File: src/rtl/led_flow_monitor.sv
// -----------------------------------------------------------------------------
// led_flow_monitor
//   Receive-side checker for a rotating one-hot LED bus. It decodes the lit
//   position, the rotation direction and the step period in clock cycles. It
//   also flags malformed patterns, non-adjacent jumps and stalls.
//
//   Compile-time option:
//     LED_MON_SYNC_EN  defined: led_in passes through a 2-flop synchronizer
//                      before led_s (response 4 edges after a change).
//                      undefined: single input register (response 2 edges).
//
//   Ports:
//     clk          system clock, rising edge
//     rst_n        asynchronous active-low reset
//     led_in[7:0]  observed LED bus, bit i lit = position i
//     clr          synchronous clear of step_count and err_count
//     pos[2:0]     index of the lit LED (meaningful while pos_valid)
//     pos_valid    level: a legal one-hot is being tracked
//     dir          1 = rotating toward MSB (7 wraps to 0), 0 = toward LSB
//     dir_valid    level: direction established
//     step_pulse   one-cycle pulse per legal adjacent step
//     dir_flip     one-cycle pulse when a step reverses the direction
//     period       cycles between the last two steps
//     period_valid one-cycle pulse when period is updated
//     err_onehot   one-cycle pulse: pattern is zero or has several bits lit
//     err_jump     one-cycle pulse: new one-hot is not adjacent to the old one
//     stalled      level: no change for STALL_MAX cycles while tracking
//     step_count   legal steps since reset/clr, wraps
//     err_count    error pulses since reset/clr, saturates at 255
// -----------------------------------------------------------------------------
module led_flow_monitor #(
    parameter int PERIOD_W  = 32,
    parameter int STALL_MAX = 100000000
) (
    input  logic                clk,
    input  logic                rst_n,
    input  logic [7:0]          led_in,
    input  logic                clr,
    output logic [2:0]          pos,
    output logic                pos_valid,
    output logic                dir,
    output logic                dir_valid,
    output logic                step_pulse,
    output logic                dir_flip,
    output logic [PERIOD_W-1:0] period,
    output logic                period_valid,
    output logic                err_onehot,
    output logic                err_jump,
    output logic                stalled,
    output logic [15:0]         step_count,
    output logic [7:0]          err_count
);

    typedef enum logic [1:0] {
        IDLE  = 2'd0,
        ACQ   = 2'd1,
        TRACK = 2'd2
    } state_t;

    localparam logic [PERIOD_W-1:0] STALL_TH = PERIOD_W'(STALL_MAX - 1);

    state_t              state, state_n;
    logic [7:0]          led_s, led_last, last_n;
    logic [PERIOD_W-1:0] cnt, cnt_n, cnt_inc, period_n;
    logic [2:0]          pos_n, new_pos;
    logic                pv_n, dir_n, dv_n, step_n, flip_n, perv_n;
    logic                eoh_n, ej_n, stalled_n;
    logic [15:0]         step_count_n;
    logic [7:0]          err_count_n;
    logic                change, is_onehot, fwd, back;

    // ---------------- input stage ----------------
`ifdef LED_MON_SYNC_EN
    logic [7:0] sync1, sync2;
    always_ff @(posedge clk or negedge rst_n) begin
        if (!rst_n) begin
            sync1 <= 8'h00;
            sync2 <= 8'h00;
            led_s <= 8'h00;
        end else begin
            sync1 <= led_in;
            sync2 <= sync1;
            led_s <= sync2;
        end
    end
`else
    always_ff @(posedge clk or negedge rst_n) begin
        if (!rst_n) led_s <= 8'h00;
        else        led_s <= led_in;
    end
`endif

    // Index of the highest lit bit; only used when led_s is one-hot.
    function automatic logic [2:0] encode(input logic [7:0] v);
        logic [2:0] idx;
        idx = 3'd0;
        for (int i = 0; i < 8; i++) begin
            if (v[i]) idx = 3'(i);
        end
        return idx;
    endfunction

    assign change    = (led_s != led_last);
    assign is_onehot = $onehot(led_s);
    assign new_pos   = encode(led_s);
    // 3-bit arithmetic gives the 7<->0 wrap for free.
    assign fwd       = (new_pos == pos + 3'd1);
    assign back      = (new_pos == pos - 3'd1);
    assign cnt_inc   = (&cnt) ? cnt : cnt + PERIOD_W'(1);

    // ---------------- next-state / next-output logic ----------------
    always_comb begin
        state_n  = state;
        last_n   = led_last;
        pos_n    = pos;
        pv_n     = pos_valid;
        dir_n    = dir;
        dv_n     = dir_valid;
        step_n   = 1'b0;
        flip_n   = 1'b0;
        period_n = period;
        perv_n   = 1'b0;
        eoh_n    = 1'b0;
        ej_n     = 1'b0;
        cnt_n    = cnt_inc;

        unique case (state)
            IDLE: begin
                cnt_n = '0;
                dv_n  = 1'b0;
                if (change) last_n = led_s;
                if (is_onehot) begin
                    pos_n   = new_pos;
                    pv_n    = 1'b1;
                    state_n = ACQ;
                end else if (change && led_s != 8'h00) begin
                    // Gated by change so a held bad pattern reports once.
                    eoh_n = 1'b1;
                end
            end
            ACQ: begin
                if (change) begin
                    last_n = led_s;
                    if (is_onehot && (fwd || back)) begin
                        // First interval is unknown, so no period here.
                        pos_n   = new_pos;
                        dir_n   = fwd;
                        dv_n    = 1'b1;
                        step_n  = 1'b1;
                        cnt_n   = '0;
                        state_n = TRACK;
                    end else if (is_onehot) begin
                        ej_n  = 1'b1;
                        pos_n = new_pos;
                        cnt_n = '0;
                    end else begin
                        eoh_n   = 1'b1;
                        pv_n    = 1'b0;
                        state_n = IDLE;
                    end
                end
            end
            TRACK: begin
                if (change) begin
                    last_n = led_s;
                    if (is_onehot && (fwd || back)) begin
                        pos_n    = new_pos;
                        step_n   = 1'b1;
                        period_n = cnt_inc;
                        perv_n   = 1'b1;
                        cnt_n    = '0;
                        if (fwd != dir) begin
                            dir_n  = fwd;
                            flip_n = 1'b1;
                        end
                    end else if (is_onehot) begin
                        ej_n    = 1'b1;
                        dv_n    = 1'b0;
                        pos_n   = new_pos;
                        cnt_n   = '0;
                        state_n = ACQ;
                    end else begin
                        eoh_n   = 1'b1;
                        pv_n    = 1'b0;
                        dv_n    = 1'b0;
                        state_n = IDLE;
                    end
                end
            end
            default: begin
                state_n = IDLE;
                pv_n    = 1'b0;
                dv_n    = 1'b0;
                cnt_n   = '0;
            end
        endcase

        stalled_n = (state != IDLE) && !change && (cnt >= STALL_TH);

        // clr takes priority over a same-cycle increment.
        if (clr)         step_count_n = 16'd0;
        else if (step_n) step_count_n = step_count + 16'd1;
        else             step_count_n = step_count;

        if (clr)                                      err_count_n = 8'd0;
        else if ((eoh_n || ej_n) && err_count != 8'hFF) err_count_n = err_count + 8'd1;
        else                                          err_count_n = err_count;
    end

    // ---------------- state and output registers ----------------
    always_ff @(posedge clk or negedge rst_n) begin
        if (!rst_n) begin
            state        <= IDLE;
            led_last     <= 8'h00;
            cnt          <= '0;
            pos          <= 3'd0;
            pos_valid    <= 1'b0;
            dir          <= 1'b0;
            dir_valid    <= 1'b0;
            step_pulse   <= 1'b0;
            dir_flip     <= 1'b0;
            period       <= '0;
            period_valid <= 1'b0;
            err_onehot   <= 1'b0;
            err_jump     <= 1'b0;
            stalled      <= 1'b0;
            step_count   <= 16'd0;
            err_count    <= 8'd0;
        end else begin
            state        <= state_n;
            led_last     <= last_n;
            cnt          <= cnt_n;
            pos          <= pos_n;
            pos_valid    <= pv_n;
            dir          <= dir_n;
            dir_valid    <= dv_n;
            step_pulse   <= step_n;
            dir_flip     <= flip_n;
            period       <= period_n;
            period_valid <= perv_n;
            err_onehot   <= eoh_n;
            err_jump     <= ej_n;
            stalled      <= stalled_n;
            step_count   <= step_count_n;
            err_count    <= err_count_n;
        end
    end

endmodule

File: config.mk
export PLATFORM = sky130hd
export DESIGN_NAME = led_flow_monitor
export DESIGN_NICKNAME = d
export VERILOG_FILES = /design/src/rtl/led_flow_monitor.sv
export SDC_FILE = /design/constraint.sdc
export NUM_CORES = 1
export LEC_CHECK = 0
export ABC_AREA = 1
export ABC_CLOCK_PERIOD_IN_PS = 4400
export BUFFER_PORTS_ARGS = -buffer_cell sky130_fd_sc_hd__buf_2
export CAP_MARGIN = 25
export CORE_MARGIN = 2
export CORE_UTILIZATION = 59
export DETAILED_ROUTE_END_ITERATION = 12
export GPL_TIMING_DRIVEN = 0
export PLACE_DENSITY = 0.85
export SYNTH_ARGS = -nofsm -noshare
export SYNTH_HDL_FRONTEND = slang
export SYNTH_SLANG_ARGS = --single-unit
File: constraint.sdc
create_clock -name clk -period 4.4 [get_ports clk]
set_input_delay 0.22 -clock clk [delete_from_list [all_inputs] [get_ports clk]]
set_output_delay 0.22 -clock clk [all_outputs]
set_load 0.01 [all_outputs]
---- Yosys cells after proc, flatten, opt, wreduce, memory -nomap -nowiden ----
Index checks and enable logic that the tools add are counted.
storage, ports and cells
  bits of input ports ..................... 11
  logic and storage cells ................. 136
  register bits after elaboration ......... 118
cells by class
  muxes and demuxes ....................... 62
  order comparisons ....................... 1
  reductions and logical operators ........ 25
  eq/ne operators ......................... 19
  add/sub/neg operators ................... 12
operator list
  operator                                                                 number
  32-bit two-way mux                                                       5
  32-bit by 1-bit adder with 32-bit output, second input constant          1
  32-bit by 27-bit >= comparator with 1-bit output, second input constant  1
  1-bit two-way mux                                                        32
  16-bit two-way mux                                                       2
  32-bit AND reduction                                                     1
  3-bit two-way mux                                                        9
  2-bit inequality test, second input constant                             9
  16-bit by 1-bit adder with 16-bit output, second input constant          1
  8-bit two-way mux                                                        2
  2-bit two-way mux                                                        6
  2-bit nonzero test                                                       5
  1-bit by 1-bit adder with 2-bit output                                   4
  8-bit by 1-bit adder with 8-bit output, second input constant            1
  8-bit inequality test                                                    1
  8-bit inequality test, second input constant                             1
  1-bit one-hot mux with 2 select lines                                    4
  4-bit AND reduction                                                      2
  8-bit nonzero test                                                       1
  2-bit by 2-bit adder with 3-bit output                                   2
  3-bit == test                                                            2
  2-bit one-hot mux with 3 select lines                                    1
  3-bit one-hot mux with 2 select lines                                    1
  6-bit AND reduction                                                      1
  18 further kinds                                                         24

---- Depth between registers and ports, before layout ----
  depth after elaboration ................. 17
  mapped depth ............................ 19
  depth with buffers taken out ............ 19

---- Worst setup path before layout ----
Ideal clock, no wire load.
  path kind ............................... register to register
  from .................................... reg led_s[1]
  to ...................................... reg period[12]
  arrival time ............................ 3532 ps
  library setup time ...................... 116 ps
  required time ........................... 4284 ps
  setup slack ............................. 752 ps
  stages on the path, launching flop included .. 20
  path through ............................ dfrtp_1 -> inv_1 -> fa_1 -> fa_1 -> fa_1 -> inv_1 -> ha_1 -> inv_1 -> fa_1 -> nand2_1 -> inv_1 -> nand3_1 -> inv_1 -> nand2_2 -> nor2_8 -> nand2_4 -> buf_6 -> buf_6 -> nand2_1 -> nand2_1
between the ends
  word-level cells in the longest chain between the ends .. 11
  elaborated cells between the ends (all ways) .. 17
  those cells by class .................... 3 x add/sub; 4 x eq/ne; 7 x mux; 3 x reduce/logical
ends and longest elaborated chain
  what                                                                                             line  source
  from (decl)                                                                                      63    logic [7:0] led_s, led_last, last_n;
  from (signal assigned)                                                                           89    else led_s <= led_in;
  parallel branches: the longest is 10 deep, another holds 3-bit by 3-bit adder with 4-bit output  n/a
  3-bit AND reduction (no line) (*)                                                                n/a
  to (signal assigned)                                                                             239   period <= period_n;
  to (decl)                                                                                        45    output logic [PERIOD_W-1:0] period,
Mark *: on every way between the ends.
A chain may end at the register's enable or synchronous reset.

---- Worst setup path in the final report ----
  from .................................... reg led_s[1]
  to ...................................... reg err_count[2]
between the ends
  word-level cells in the longest chain between the ends .. 16
  elaborated cells between the ends (all ways) .. 31
  those cells by class .................... 3 x add/sub; 4 x eq/ne; 17 x mux; 7 x reduce/logical
ends and longest elaborated chain
  what                                                                                             line  source
  parallel branches: the longest is 13 deep, another holds 3-bit by 3-bit adder with 4-bit output  n/a
  1-bit logical OR (*)                                                                             206   else if ((eoh_n || ej_n) && err_count != 8'hFF) err_count_n = err_count + 8'd1;
  1-bit logical AND (*)                                                                            206
  2-bit nonzero test (no line) (*)                                                                 n/a
  to (signal assigned)                                                                             245   err_count <= err_count_n;
  to (decl)                                                                                        51    output logic [7:0] err_count
Marks and branches as above.

==> results.cfg <==
[worst_setup_path]
critPathMaxStageDelay_ps = 510
slowest_stage = fa_1
reg2regPathDepth = 19
start_kind = register
critPathMostFrequentCell = inv_1
r2r-end = err_count[2]
cp-startpoint = led_s[1]
cp_max_fo = 9
r2r-start = led_s[1]
crit_type = reg2reg
regToRegSetupSlack_ps = 240
critical_path.endpoint = err_count[2]
crit_chain = inv_1, fa_1, fa_1, fa_1, inv_1, ha_1, inv_1, fa_1, nand2_1, inv_1, nand3_1, inv_1, nand2_2, nor2_1, nand2_1, nand2_2, nand2_2, nand3_1, nand2_1
cp-end-kind = register
crit_arrival_ps = 4560
cp_data_required_time_ps = 4800

[sta]
maxSlewViolCount = 0
setup_tns_ps = 0
fin_worst_skew_ps = 8.88
fin_crit_ps = 4160
setup_viol = 0
setup_slack_ps = 245
max_freq_ghz = 0.241
max_slew_margin = 0.613
period_share = 0.944
holdWs_ps = 51.9
rsz0062_at_grt = no
hold_viol = 0
tightest_slew_ps = 575

[clocking]
h-tree-depth = 4
cts.sinks = 118
cts_made_buffers = 17
clockBufferDepth = 2
cts_setup_buffers = 0
cts_tree = built
clockRootBuffer = clkbuf_8
cts_hold_buf = 9
ctsResizeCount = 0
insertion_delay_ps = 520
clkTransAtPathRegs_ps = 60

[die]
start_util = 0.598
die_w_um = 108
fp.dieH_um = 108
row_count = 38
coreArea_mm2 = 0.0107
ios = 79
dieArea_mm2 = 0.0117

[yosys]
synth_ff_type = dfrtp_1
yosys_warnings = 0
ys_types = 40
ys_seq_elements = 118
synthArstFlopShare = 1.00
post_synth.cell_area_avg_um2 = 7.80
synthesis.nets = 853
synthCells = 824
synth_edf_count = 0
syn_area_mm2 = 0.00643
synth-seq-area-share = 0.459

[final_layout]
final_cells = 1083
diodes = 0
fin_nets = 960
drive_above_1_share = 0.157
design_area_mm2 = 0.00771
post-route-util = 0.717
area_growth_pct = 19.9

[hold_path]
hp-class = in2reg
min_from = clr

[detailed_routing]
final_antenna_net_count = 0
routed_wl_um = 15000
firstDrtPassIters = 5
wl_per_cell_um = 13.9
via_per_inst = 5.28
drc = 0
num_vias = 5714
first_iter_violations = 377

[global_routing]
grt_pass1_vias = 5523
grt_max_degree = 80
grt-ovfl-total = 0
antenna_found_initial = 0
grt_pass1_wl_um = 25400
gr-usage-all-layers = 0.279

[power]
powerDensity_mw_per_mm2 = 444
ir_worst_vdd_mv = 0.404
leakage_nw = 4.14
power.total_mw = 3.43

[place]
place.gp.congestion = 1.04
place_ws_ps = 271
dp.final_hpwl_um = 10800
portBuffers = 78
place_area_mm2 = 0.00703
dpl.cell_count = 1043

[flow_run]
cap_violations = 0

[status]
outcome = finished, final reports clean
## power by group
| part | switching [mW] | total (mW) | internal (mW) | leakage (nW) |
|---|---|---|---|---|
| sequential | 0.0745 | 1.24 | 1.16 | 1.59 |
| clock | 0.470 | 1.37 | 0.900 | 0.287 |
| combinational | 0.548 | 0.819 | 0.271 | 2.26 |
| total | 1.09 | 3.43 | 2.33 | 4.14 |
## cells by family (layout without fill, tap and decap cells)
kind of cell | Yosys count | in the layout | synth area share
fa+ha+maj | 18 | 18 | 0.0397
simple gates | 482 | 482 | 0.322
mux | 1 | 1 | 0.00156
flops | 118 | 118 | 0.459
xor+xnor | 45 | 45 | 0.0613
buf+inv | 101 | 220 | 0.0662
compound gates | 59 | 59 | 0.0496
## worst max-delay path, delay by kind of cell, from the launching register on
family	cells	cell delay (ps)
adder cells (fa/ha/maj)	5	2040
AND/OR/NAND/NOR	9	1110
buffers and inverters	5	490
flip-flops	1	390
## layer usage
layer	wire [um]	part of all wire	track usage
met1	6540	0.43	0.365
met5	0	0	0
met3	761	0.051	0.0549
met2	7460	0.50	0.460
met4	285	0.019	0.107
## flip-flops by register name, summed over array words and instances (netlist names), 2 cells and up, named ones only
signal / flops
err_count: 8
state: 2
step_count: 16
period: 32
led_last: 8
cnt: 32
led_s: 8
## placed cells by master, fill, tap and decap left out, types with 16 or more instances in the layout
cell       count
xor2_1        27
nand4_1       22
nor2_1        76
xnor2_1       18
nor3_1        19
buf_2         86
a21oi_1       32
nand3_1       53
nand2_1      280
inv_1         69
dfrtp_1      118
clkbuf_16     16
## final cells by class
| class | instances | area [um2] |
|---|---|---|
| Sequential cell | 118 | 2950 |
| Clock buffer | 22 | 463 |
| Timing Repair Buffer | 88 | 514 |
| Clock inverter | 9 | 125 |
| Multi-Input combinational cell | 605 | 3050 |
| Fill cell | 881 | 3040 |
| Inverter | 79 | 298 |
| Tap cell | 140 | 175 |
| Buffer | 22 | 128 |
## Yosys cell counts (3+ instances only)
cell | count | share of area
o21ai_0 | 8 | 0.0062
xnor2_1 | 18 | 0.025
or2_1 | 3 | 0.0029
a21oi_1 | 32 | 0.025
clkbuf_1 | 7 | 0.0041
inv_2 | 8 | 0.0047
nand2_4 | 3 | 0.0053
buf_6 | 3 | 0.0053
nand4_1 | 22 | 0.021
dfrtp_1 | 118 | 0.46
nand2_2 | 7 | 0.0068
buf_4 | 3 | 0.0035
nor2_1 | 76 | 0.044
fa_1 | 4 | 0.012
nor3b_1 | 3 | 0.0035
nor3_1 | 19 | 0.015
o21ai_1 | 13 | 0.010
nand2_1 | 280 | 0.16
nor4_1 | 5 | 0.0049
ha_1 | 14 | 0.027
xor2_1 | 27 | 0.037
inv_1 | 69 | 0.040
buf_2 | 9 | 0.0070
nand3_1 | 53 | 0.041
nand3b_1 | 3 | 0.0035
## worst min-delay path by stage
stage	to	depth (start not counted)
2_1_floorplan	asynchronous set/reset pin	0
3_3_place_gp	led_s[7]	1
3_5_place_dp	period[1]	1
4_1_cts	step_count[5]	4
5_1_grt	step_count[2]	4
6_report	step_count[5]	4
Note: power is estimated with default switching activity, not from simulation.
